$ cat src/rtl/dbg_reg_access.sv
// Debug abstract register access: arbitrates register-file read port 1 and the write port
// between the core pipeline and debug requests. DBG_REG_ACCESS_READBACK_EN adds read-back after writes.
module dbg_reg_access #(
   parameter int WIDTH = 32,
   parameter int DEPTH = 32,
   localparam int AW = $clog2(DEPTH)
) (
   input  logic             clk,
   input  logic             rst_n,
   input  logic             halted,
   input  logic             req_valid,
   output logic             req_ready,
   input  logic             req_write,
   input  logic [AW-1:0]    req_addr,
   input  logic [WIDTH-1:0] req_wdata,
   output logic             rsp_valid,
   input  logic             rsp_ready,
   output logic [WIDTH-1:0] rsp_rdata,
   output logic             rsp_err,
   input  logic [AW-1:0]    core_rd_addr1,
   input  logic [AW-1:0]    core_wr_addr,
   input  logic [WIDTH-1:0] core_wr_data,
   input  logic             core_wr_en,
   output logic [AW-1:0]    rf_rd_addr1,
   input  logic [WIDTH-1:0] rf_rd_data1,
   output logic [AW-1:0]    rf_wr_addr,
   output logic [WIDTH-1:0] rf_wr_data,
   output logic             rf_wr_en
);

   // state | meaning
   // IDLE  | ready for a request; register file owned by the core
   // READ  | debug owns read port 1, captures read data
   // WRITE | debug owns write port, core write dropped
   // RESP  | response held until rsp_ready
   typedef enum logic [1:0] {S_IDLE, S_READ, S_WRITE, S_RESP} state_t;

   state_t           r_state;
   state_t           w_state_nxt;
   logic [AW-1:0]    r_addr;
   logic [WIDTH-1:0] r_wdata;
   logic [WIDTH-1:0] r_rdata;
   logic             r_err;

   always_ff @(posedge clk or negedge rst_n) begin
      if (!rst_n) r_state <= S_IDLE;
      else        r_state <= w_state_nxt;
   end

   always_comb begin
      w_state_nxt = r_state;
      case (r_state)
         S_IDLE: begin
            if (req_valid) begin
               if (!halted)        w_state_nxt = S_RESP;
               else if (req_write) w_state_nxt = S_WRITE;
               else                w_state_nxt = S_READ;
            end
         end
         S_READ: w_state_nxt = S_RESP;
`ifdef DBG_REG_ACCESS_READBACK_EN
         S_WRITE: w_state_nxt = S_READ;
`else
         S_WRITE: w_state_nxt = S_RESP;
`endif
         S_RESP: if (rsp_ready) w_state_nxt = S_IDLE;
         default: w_state_nxt = S_IDLE;
      endcase
   end

   always_comb begin
      req_ready   = (r_state == S_IDLE);
      rsp_valid   = (r_state == S_RESP);
      rf_rd_addr1 = core_rd_addr1;
      rf_wr_addr  = core_wr_addr;
      rf_wr_data  = core_wr_data;
      rf_wr_en    = core_wr_en;
      case (r_state)
         S_READ: rf_rd_addr1 = r_addr;
         S_WRITE: begin
            rf_wr_en   = 1'b1;
            rf_wr_addr = r_addr;
            rf_wr_data = r_wdata;
         end
         default: ;
      endcase
   end

   assign rsp_rdata = r_rdata;
   assign rsp_err   = r_err;

   // halted is sampled only here; later changes do not abort an access in flight
   always_ff @(posedge clk or negedge rst_n) begin
      if (!rst_n) begin
         r_addr  <= '0;
         r_wdata <= '0;
         r_rdata <= '0;
         r_err   <= 1'b0;
      end else begin
         case (r_state)
            S_IDLE: begin
               if (req_valid) begin
                  r_addr  <= req_addr;
                  r_wdata <= req_wdata;
                  if (!halted) begin
                     r_err   <= 1'b1;
                     r_rdata <= '0;
                  end else begin
                     r_err   <= 1'b0;
                  end
               end
            end
            S_READ:  r_rdata <= rf_rd_data1;
            S_WRITE: r_rdata <= '0;
            default: ;
         endcase
      end
   end

endmodule

$ cat config.mk
export PLATFORM = sky130hd
export DESIGN_NAME = dbg_reg_access
export DESIGN_NICKNAME = d
export VERILOG_FILES = /design/src/rtl/dbg_reg_access.sv
export SDC_FILE = /design/constraint.sdc
export NUM_CORES = 1
export LEC_CHECK = 0
export CELL_PAD_IN_SITES_DETAIL_PLACEMENT = 1
export CELL_PAD_IN_SITES_GLOBAL_PLACEMENT = 1
export CORE_ASPECT_RATIO = 0.9
export CORE_UTILIZATION = 31
export DETAILED_ROUTE_END_ITERATION = 6
export GPL_TIMING_DRIVEN = 0
export PLACE_DENSITY = 0.82
export SLEW_MARGIN = 15
export SYNTH_ARGS = -nofsm -noshare
export SYNTH_HDL_FRONTEND = slang
export SYNTH_SLANG_ARGS = --single-unit
$ cat constraint.sdc
create_clock -name clk -period 5.3 [get_ports clk]
set_input_delay 1.59 -clock clk [delete_from_list [all_inputs] [get_ports clk]]
set_output_delay 1.59 -clock clk [all_outputs]
set_load 0.05 [all_outputs]
==> flow_metrics.tcl, run 1 <==
set metrics [dict create \
    drtIter0Drc 44 \
    synth-main-ff-cell "dfrtp_1" \
    final.min_clock_period_ns 4.64 \
    arrival_ns 3.05 \
    syn_to_final_growth_pct 70.4 \
    finalPower_mw 4.21 \
    layout_commonest_cell "clkdlybuf4s50_1" \
    clk_pin_slew_ns 0.06 \
    crit_fanout 1 \
    fmax_mhz 216 \
    fin_crit_sh 0.875 \
    hpwl_um 8330 \
    final_cell_mix "clkdlybuf4s50_1, dfrtp_1, mux2_2" \
    rsz0062_at_grt "no" \
    setup_viol 0 \
    netlist_area_um2 3550 \
    register_area_um2 1800 \
    drv_cap 0 \
    worst_clock_skew_ns 0.00459 \
    post_cts_resize_count 0 \
    io_pins 196 \
    tritoncts "done" \
    timing.hold.ws_ns 0.502 \
    io_buffers 195 \
    path_class "in2out" \
    ctsHoldBuffers 0 \
    synth_edf_count 0 \
    power_density_nw_per_um2 697 \
    tightestPinTransition_ns 0.570 \
    synth_nets 406 \
    rows 36 \
    clockBufferDepth 2 \
    relSlewSlack 0.619 \
    htree_levels 3 \
    clock_latency_ns 0.33 \
    dp.cells 632 \
    grt_max_degree 40 \
    leakagePower_nw 2.63 \
    die_width_um 115 \
    wl_met1_um 4100 \
    grt_overflow 0 \
    worst_setup_path_start_kind "input pin" \
    syn_avg_cell_area_um2 12.5 \
    wl_um 10600 \
    grt_pass1_vias 3241 \
    wl_per_cell_um 16.4 \
    die_h_um 103 \
    synth_seq_cells 72 \
    antenna_found_initial 0 \
    synth_cells 284 \
    nets 613 \
    fillCellCount 1192 \
    multi_input_area_um2 1500 \
    routabilityCongestion 0.694 \
    clock-sinks 72 \
    utilization 0.550 \
    vdd_drop_max_mv 0.312 \
    initial_core_util 0.323 \
    status "finished, final reports clean" \
    postRouteAntennaNets 0 \
    finalMaxSlewViolations 0 \
    first_pass_iters 4 \
    tns_ns 0 \
    ys_seq_area_frac 0.508 \
    final_cells 648 \
    end_kind "primary output" \
    antennaDiodeCount 0 \
    numCtsBuffers 9 \
    hold_class "reg2reg" \
    drc_errors 0 \
    clock-root-buffer "clkbuf_16" \
    die_area_um2 11900 \
    ys_types 19 \
    grt_use_total 0.187 \
    drive_gt1_frac 0.226 \
    core-area_um2 11000 \
    yosysWarnings 0 \
    wl_met3_um 869 \
    top_layer "met4" \
    via_per_inst 4.44 \
    detailroute.via_count 2880 \
    postCtsSetupRepairBufs 0 \
    hold_viol_final 0 \
    wl_met2_um 5520 \
    grt_pass1_wl_um 16600 \
    synth-async-reset-ratio 1.00 \
    cp.required_ns 3.71 \
]
-- state kept, by name, summed over array words and instances (netlist names) --
signal,flops
r_wdata,32
rsp_err,1
rsp_rdata,32
r_addr,5
r_state,2
-- worst max-delay path, stage by stage --
cell and delay (ns):
clkdlybuf4s50_1 0.48, mux2_2 0.16, clkdlybuf4s50_1 0.82
-- cell type report --
| type | instances | share of cell area |
|---|---|---|
| repair buffers | 196 | 0.326 |
| flip-flops and latches | 72 | 0.298 |
| clock inverters | 6 | 0.0178 |
| multi-input cells | 160 | 0.248 |
| well taps | 152 | 0.0315 |
| plain buffers | 16 | 0.0182 |
| inverters | 36 | 0.0224 |
| clock buffers | 10 | 0.0379 |
-- power breakdown --
group | internal (mW) | total (mW) | switching (mW)
sequential | 0.825 | 0.977 | 0.151
clock | 0.458 | 0.690 | 0.232
combinational | 1.02 | 2.54 | 1.52
total | 2.31 | 4.21 | 1.90
-- per-stage QoR --
step / worst slack (ns) / instance area [µm²]
floorplan: 1.73 / 3550
global placement: -0.00987 / 5690
detailed placement: 0.679 / 5710
CTS: 0.631 / 6040
global route: 0.620 / 6040
finish: 0.661 / 6040
-- kinds of logic (layout without fill, tap and decap cells) --
group	count (synthesis)	count (layout)	synth area share
AOI/OAI and AO/OA	5	5	0.0109
adders and majority gates	4	4	0.0141
buffers and inverters	52	264	0.0691
DFF	72	72	0.508
muxes	113	113	0.355
and+or+nand+nor	38	38	0.0427
-- synthesized netlist by cell type, types with 2 or more instances --
master    count  area [µm²]
ha_1          4        50.1
dfrtp_1      72        1800
inv_1        36         135
nand2_1      34         128
buf_2         7        35.0
mux2i_1      34         340
clkbuf_1      2        7.51
mux2_4        8         120
mux2_2       71         800
o21ai_0       2        10.0
buf_6         5        56.3
o22ai_1       2        12.5
-- path summary, 6_finish.rpt --
check                           startpoint             to  slack, ns  cells past startpoint
setup / recovery           core_wr_data[1]  rf_wr_data[1]       0.66                      3
hold / removal                 r_wdata[18]    r_wdata[18]       0.50                      1
setup reg to reg                r_state[0]     r_wdata[7]       3.57                      7
hold reg to reg                r_wdata[18]    r_wdata[18]       0.50                      1
max in group asynchronous            rst_n   rsp_rdata[7]       3.51                      2
min in group asynchronous            rst_n  rsp_rdata[27]       1.21                      1
-- routing by layer --
layer | GRT usage | vias to the layer above
li1 | - | 1348
met1 | 0.205 | 1400
met2 | 0.338 | 121
met3 | 0.0629 | 11
met4 | 0.0729 | 0
met5 | 0 | -
Power figures use the tool's default switching activity.
==> run 2, diff against run 1 <==
--- a/config.mk
+++ b/config.mk
@@ -5,12 +5,15 @@
 export SDC_FILE = /design/constraint.sdc
 export NUM_CORES = 1
 export LEC_CHECK = 0
+export CAP_MARGIN = 10
 export CELL_PAD_IN_SITES_DETAIL_PLACEMENT = 1
 export CELL_PAD_IN_SITES_GLOBAL_PLACEMENT = 1
 export CORE_ASPECT_RATIO = 0.9
 export CORE_UTILIZATION = 31
+export CTS_CLUSTER_SIZE = 25
 export DETAILED_ROUTE_END_ITERATION = 6
 export GPL_TIMING_DRIVEN = 0
+export MAX_ROUTING_LAYER = met4
 export PLACE_DENSITY = 0.82
 export SLEW_MARGIN = 15
 export SYNTH_ARGS = -nofsm -noshare
==> run 2 against run 1 <==
- core utilization did not move
- total power about the same
- via count up 0.17%
- routed wire length is essentially flat
- sequential share of layout area is the same
- clock skew grew 0.00086 ns
- worst hold slack barely moved
- critical path type unchanged
- highest routed layer unchanged
==> flow_metrics.tcl, run 2 (synthesized netlist as in run 1, its figures left out) <==
set metrics [dict create \
    detailroute.via_count 2885 \
    via_per_inst 4.45 \
    path_class "in2out" \
    crit_buf_inv 2 \
    worst_setup_path_start_kind "input pin" \
    ctsHoldBuffers 0 \
    core-area_um2 11000 \
    status "finished, final reports clean" \
    final_cell_mix "clkdlybuf4s50_1, dfrtp_1, mux2_2" \
    antenna_found_initial 0 \
    hold_viol_final 0 \
    fillCellCount 1192 \
    tns_ns 0 \
    crit_end "rf_wr_data[1]" \
    reg2reg_setup_slack_ns 3.57 \
    arrival_ns 3.05 \
    layout_commonest_cell "clkdlybuf4s50_1" \
    drv_cap 0 \
    wl_per_cell_um 16.4 \
    setup_viol 0 \
    antennaDiodeCount 0 \
    htree_levels 3 \
    place_area_um2 5710 \
    cp-startpoint "core_wr_data[1]" \
    cp.required_ns 3.71 \
    io_buffers 195 \
    path_cells "clkdlybuf4s50_1, mux2_2, clkdlybuf4s50_1" \
    regToRegStartpoint "r_state[0]" \
    worst_clock_skew_ns 0.00545 \
    grt_max_degree 40 \
    tightestPinTransition_ns 0.565 \
    post_cts_resize_count 0 \
    tritoncts "done" \
    power_density_nw_per_um2 696 \
    drive_gt1_frac 0.226 \
    met2_usage 0.338 \
    rr_worst_depth 7 \
    drtIter0Drc 52 \
    final_cells 648 \
    hold_class "reg2reg" \
    fmax_mhz 216 \
    clockBufferDepth 2 \
    critical_path_depth 3 \
    postCtsSetupRepairBufs 0 \
    crit_fanout 1 \
    final.min_clock_period_ns 4.64 \
    initial_core_util 0.323 \
    clock-sinks 72 \
    hpwl_um 8330 \
    grt_pass1_vias 3253 \
    nets 613 \
    drc_errors 0 \
    relSlewSlack 0.622 \
    vdd_drop_max_mv 0.312 \
    use_met1 0.213 \
    finalMaxSlewViolations 0 \
    numCtsBuffers 9 \
    rsz0062_at_grt "no" \
    die_h_um 103 \
    wl_um 10600 \
    clock_latency_ns 0.33 \
    die_area_um2 11900 \
    crit_path_frequent_cell "clkdlybuf4s50_1" \
    worst_path_largest_cell_delay_ns 0.82 \
    clock-root-buffer "clkbuf_16" \
    first_pass_iters 3 \
    postRouteAntennaNets 0 \
    finalInstanceArea_um2 6040 \
    dp.cells 632 \
    grt_pass1_wl_um 16500 \
    die_width_um 115 \
    rows 36 \
    grt_most_used_layer "met2" \
    grt_use_total 0.193 \
    grt_util_met3 0.0501 \
    r2r-end "r_wdata[7]" \
    io_pins 196 \
    syn_to_final_growth_pct 70.4 \
    cp_top_family "buffers and inverters" \
    routabilityCongestion 0.702 \
    cpMaxStageDelayCell "clkdlybuf4s50_1" \
    finalPower_mw 4.21 \
    leakagePower_nw 2.63 \
    fin_crit_sh 0.875 \
    grt_overflow 0 \
    clk_pin_slew_ns 0.06 \
    end_kind "primary output" \
]
run 2: cell counts in the layout (fill, tap and decap cells not counted):
No cell type changed its count.
run 2: per-stage QoR:
step                setup slack [ns]  hold WS [ns]   util
floorplan                       1.73         0.474      -
CTS                            0.631         0.506  0.550
global route                   0.620         0.519  0.550
finish                         0.664         0.502  0.550
detailed placement             0.679         0.490  0.519
global placement            -0.00987         0.463  0.518
run 2: report_power, final:
group / total (mW) / switching [mW] / internal (mW)
Combinational: 2.54 / 1.52 / 1.02
Clock: 0.689 / 0.231 / 0.458
Sequential: 0.976 / 0.151 / 0.825
run 2: worst min path at each step:
stage	startpoint	end	cells after the start
5_1_grt	r_wdata[0]	r_wdata[0]	1
2_1_floorplan	r_wdata[11]	r_wdata[11]	1
3_5_place_dp	r_wdata[9]	r_wdata[9]	1
3_3_place_gp	rsp_err	rsp_err	2
6_report	r_wdata[18]	r_wdata[18]	1
4_1_cts	r_wdata[18]	r_wdata[18]	1
run 2: routing by layer:
metal  up-vias  routed length, µm
met5         -                  0
met2       121               5530
li1       1347                  -
met4         0                127
met3        11                706
met1      1406               4250
run 2: cell type report:
cell class / count / area, µm² / share of cell area
tap: 152 / 190 / 0.0315
buffer: 16 / 110 / 0.0182
sequential: 72 / 1800 / 0.298
inverter: 36 / 135 / 0.0224
clock buffer: 10 / 229 / 0.0379
timing repair buffer: 196 / 1970 / 0.326
clock inverter: 6 / 108 / 0.0178
multi-input combinational: 160 / 1500 / 0.248
==> run 3, diff against run 2 <==
--- a/config.mk
+++ b/config.mk
@@ -12,7 +12,7 @@
 export CORE_UTILIZATION = 31
 export CTS_CLUSTER_SIZE = 25
 export DETAILED_ROUTE_END_ITERATION = 6
-export GPL_TIMING_DRIVEN = 0
+export GPL_TIMING_DRIVEN = 1
 export MAX_ROUTING_LAYER = met4
 export PLACE_DENSITY = 0.82
 export SLEW_MARGIN = 15
==> run 3 against run 2 <==
- routed wire length shrank 4.9%
- combinational power shrank 2%
- setup slack gained 0.016 ns
- total power about the same
- core utilization down 0.72 points
- non-clock buffer count shrank 15
- via count decreased by 2.4%
- register-to-register slack lost 0.49 ns
- sequential cell count stayed put
- maximum frequency is 0.35% higher
- first-iteration DRC count rose by 7.7%
==> flow_metrics.tcl, run 3 (synthesized netlist as in run 1, its figures left out) <==
set metrics [dict create \
    wl_per_cell_um 15.9 \
    path_cells "clkdlybuf4s50_1, mux2_2, clkdlybuf4s50_1" \
    register_area_um2 1800 \
    worst_setup_path_start_kind "input pin" \
    ctsHoldBuffers 0 \
    setup_viol 0 \
    cp_top_family "buffers and inverters" \
    hpwl_um 7480 \
    fillCellCount 1174 \
    antenna_found_initial 0 \
    clockBufferDepth 2 \
    leakagePower_nw 2.58 \
    tightestPinTransition_ns 1.03 \
    postRouteAntennaNets 0 \
    arrival_ns 3.03 \
    crit_fanout 1 \
    post_cts_resize_count 0 \
    htree_levels 3 \
    routabilityCongestion 0.699 \
    detailroute.via_count 2815 \
    grt_use_total 0.180 \
    syn_to_final_growth_pct 68.1 \
    clock_latency_ns 0.32 \
    fmax_mhz 216 \
    drive_gt1_frac 0.210 \
    final_cells 633 \
    hold_class "reg2reg" \
    hold_viol_final 0 \
    antennaDiodeCount 0 \
    place_area_um2 5590 \
    clk_pin_slew_ns 0.05 \
    die_area_um2 11900 \
    end_kind "primary output" \
    finalInstanceArea_um2 5960 \
    worst_clock_skew_ns 0.00344 \
    grt_overflow 0 \
    path_class "in2out" \
    drc_errors 0 \
    worst_path_largest_cell_delay_ns 0.80 \
    drtIter0Drc 56 \
    wl_um 10100 \
    die_h_um 103 \
    via_per_inst 4.45 \
    grt_pass1_wl_um 15700 \
    status "finished, final reports clean" \
    first_pass_iters 2 \
    cpMaxStageDelayCell "clkdlybuf4s50_1" \
    crit_buf_inv 2 \
    drv_cap 0 \
    initial_core_util 0.323 \
    finalMaxSlewViolations 0 \
    power_density_nw_per_um2 705 \
    postCtsSetupRepairBufs 0 \
    io_buffers 195 \
    core-area_um2 11000 \
    clock-root-buffer "clkbuf_16" \
    die_width_um 115 \
    fin_crit_sh 0.872 \
    grt_pass1_vias 3113 \
    numCtsBuffers 9 \
    multi_input_area_um2 1500 \
    rsz0062_at_grt "no" \
    layout_commonest_cell "clkdlybuf4s50_1" \
    io_pins 196 \
    cp.required_ns 3.71 \
    tns_ns 0 \
    grt_max_degree 73 \
    crit_path_frequent_cell "clkdlybuf4s50_1" \
    clock-sinks 72 \
    tritoncts "done" \
    final_cell_mix "clkdlybuf4s50_1, dfrtp_1, mux2_2" \
    dp.cells 617 \
    relSlewSlack 0.313 \
    vdd_drop_max_mv 0.320 \
    final.min_clock_period_ns 4.62 \
    rows 36 \
    nets 598 \
]
[run 3: worst paths after layout]
check	start	endpoint	slack, ns	cells after the start
setup / recovery	core_wr_addr[4]	rf_wr_addr[4]	0.68	3
hold reg to reg	rsp_err	rsp_err	0.50	2
max in group asynchronous	rst_n	r_addr[3]	3.30	1
hold / removal	rsp_err	rsp_err	0.50	2
setup reg to reg	r_state[0]	r_wdata[8]	3.08	4
min in group asynchronous	rst_n	rsp_rdata[26]	1.39	1
[run 3: metrics by stage]
step                setup WS (ns)  hold WS, ns  utilization  total power, mW
floorplan                    1.73        0.474            -             2.75
global placement            0.673        0.469        0.509             3.43
detailed placement          0.666        0.487        0.509             3.49
CTS                         0.659        0.499        0.543             4.26
global route                0.648        0.519        0.543             4.42
finish                      0.680        0.497        0.543             4.20
[run 3: area by class of cell]
| class | instances | share of cell area |
|---|---|---|
| tap | 152 | 0.0319 |
| clock inverter | 5 | 0.0214 |
| clock buffer | 11 | 0.0407 |
| multi-input combinational | 160 | 0.252 |
| timing repair buffer | 197 | 0.329 |
| sequential | 72 | 0.302 |
| inverter | 36 | 0.0227 |
[run 3: where the power goes]
group	total, mW	internal (mW)	switching [mW]
Clock	0.743	0.520	0.223
Sequential	0.983	0.826	0.157
Combinational	2.48	0.989	1.49
Total	4.20	2.33	1.87
[run 3: tightest hold or removal path, cell delays in order (launching register included)]
cell     delay, ns
dfrtp_1       0.34
nand2_1       0.05
o21ai_0       0.07
[run 3: per-layer routing]
layer	wire length, µm	vias up	track usage
met3	637	10	0.0490
met5	0	-	-
met4	115	0	0.0480
met2	5190	118	0.318
met1	4150	1371	0.202
li1	-	1316	-
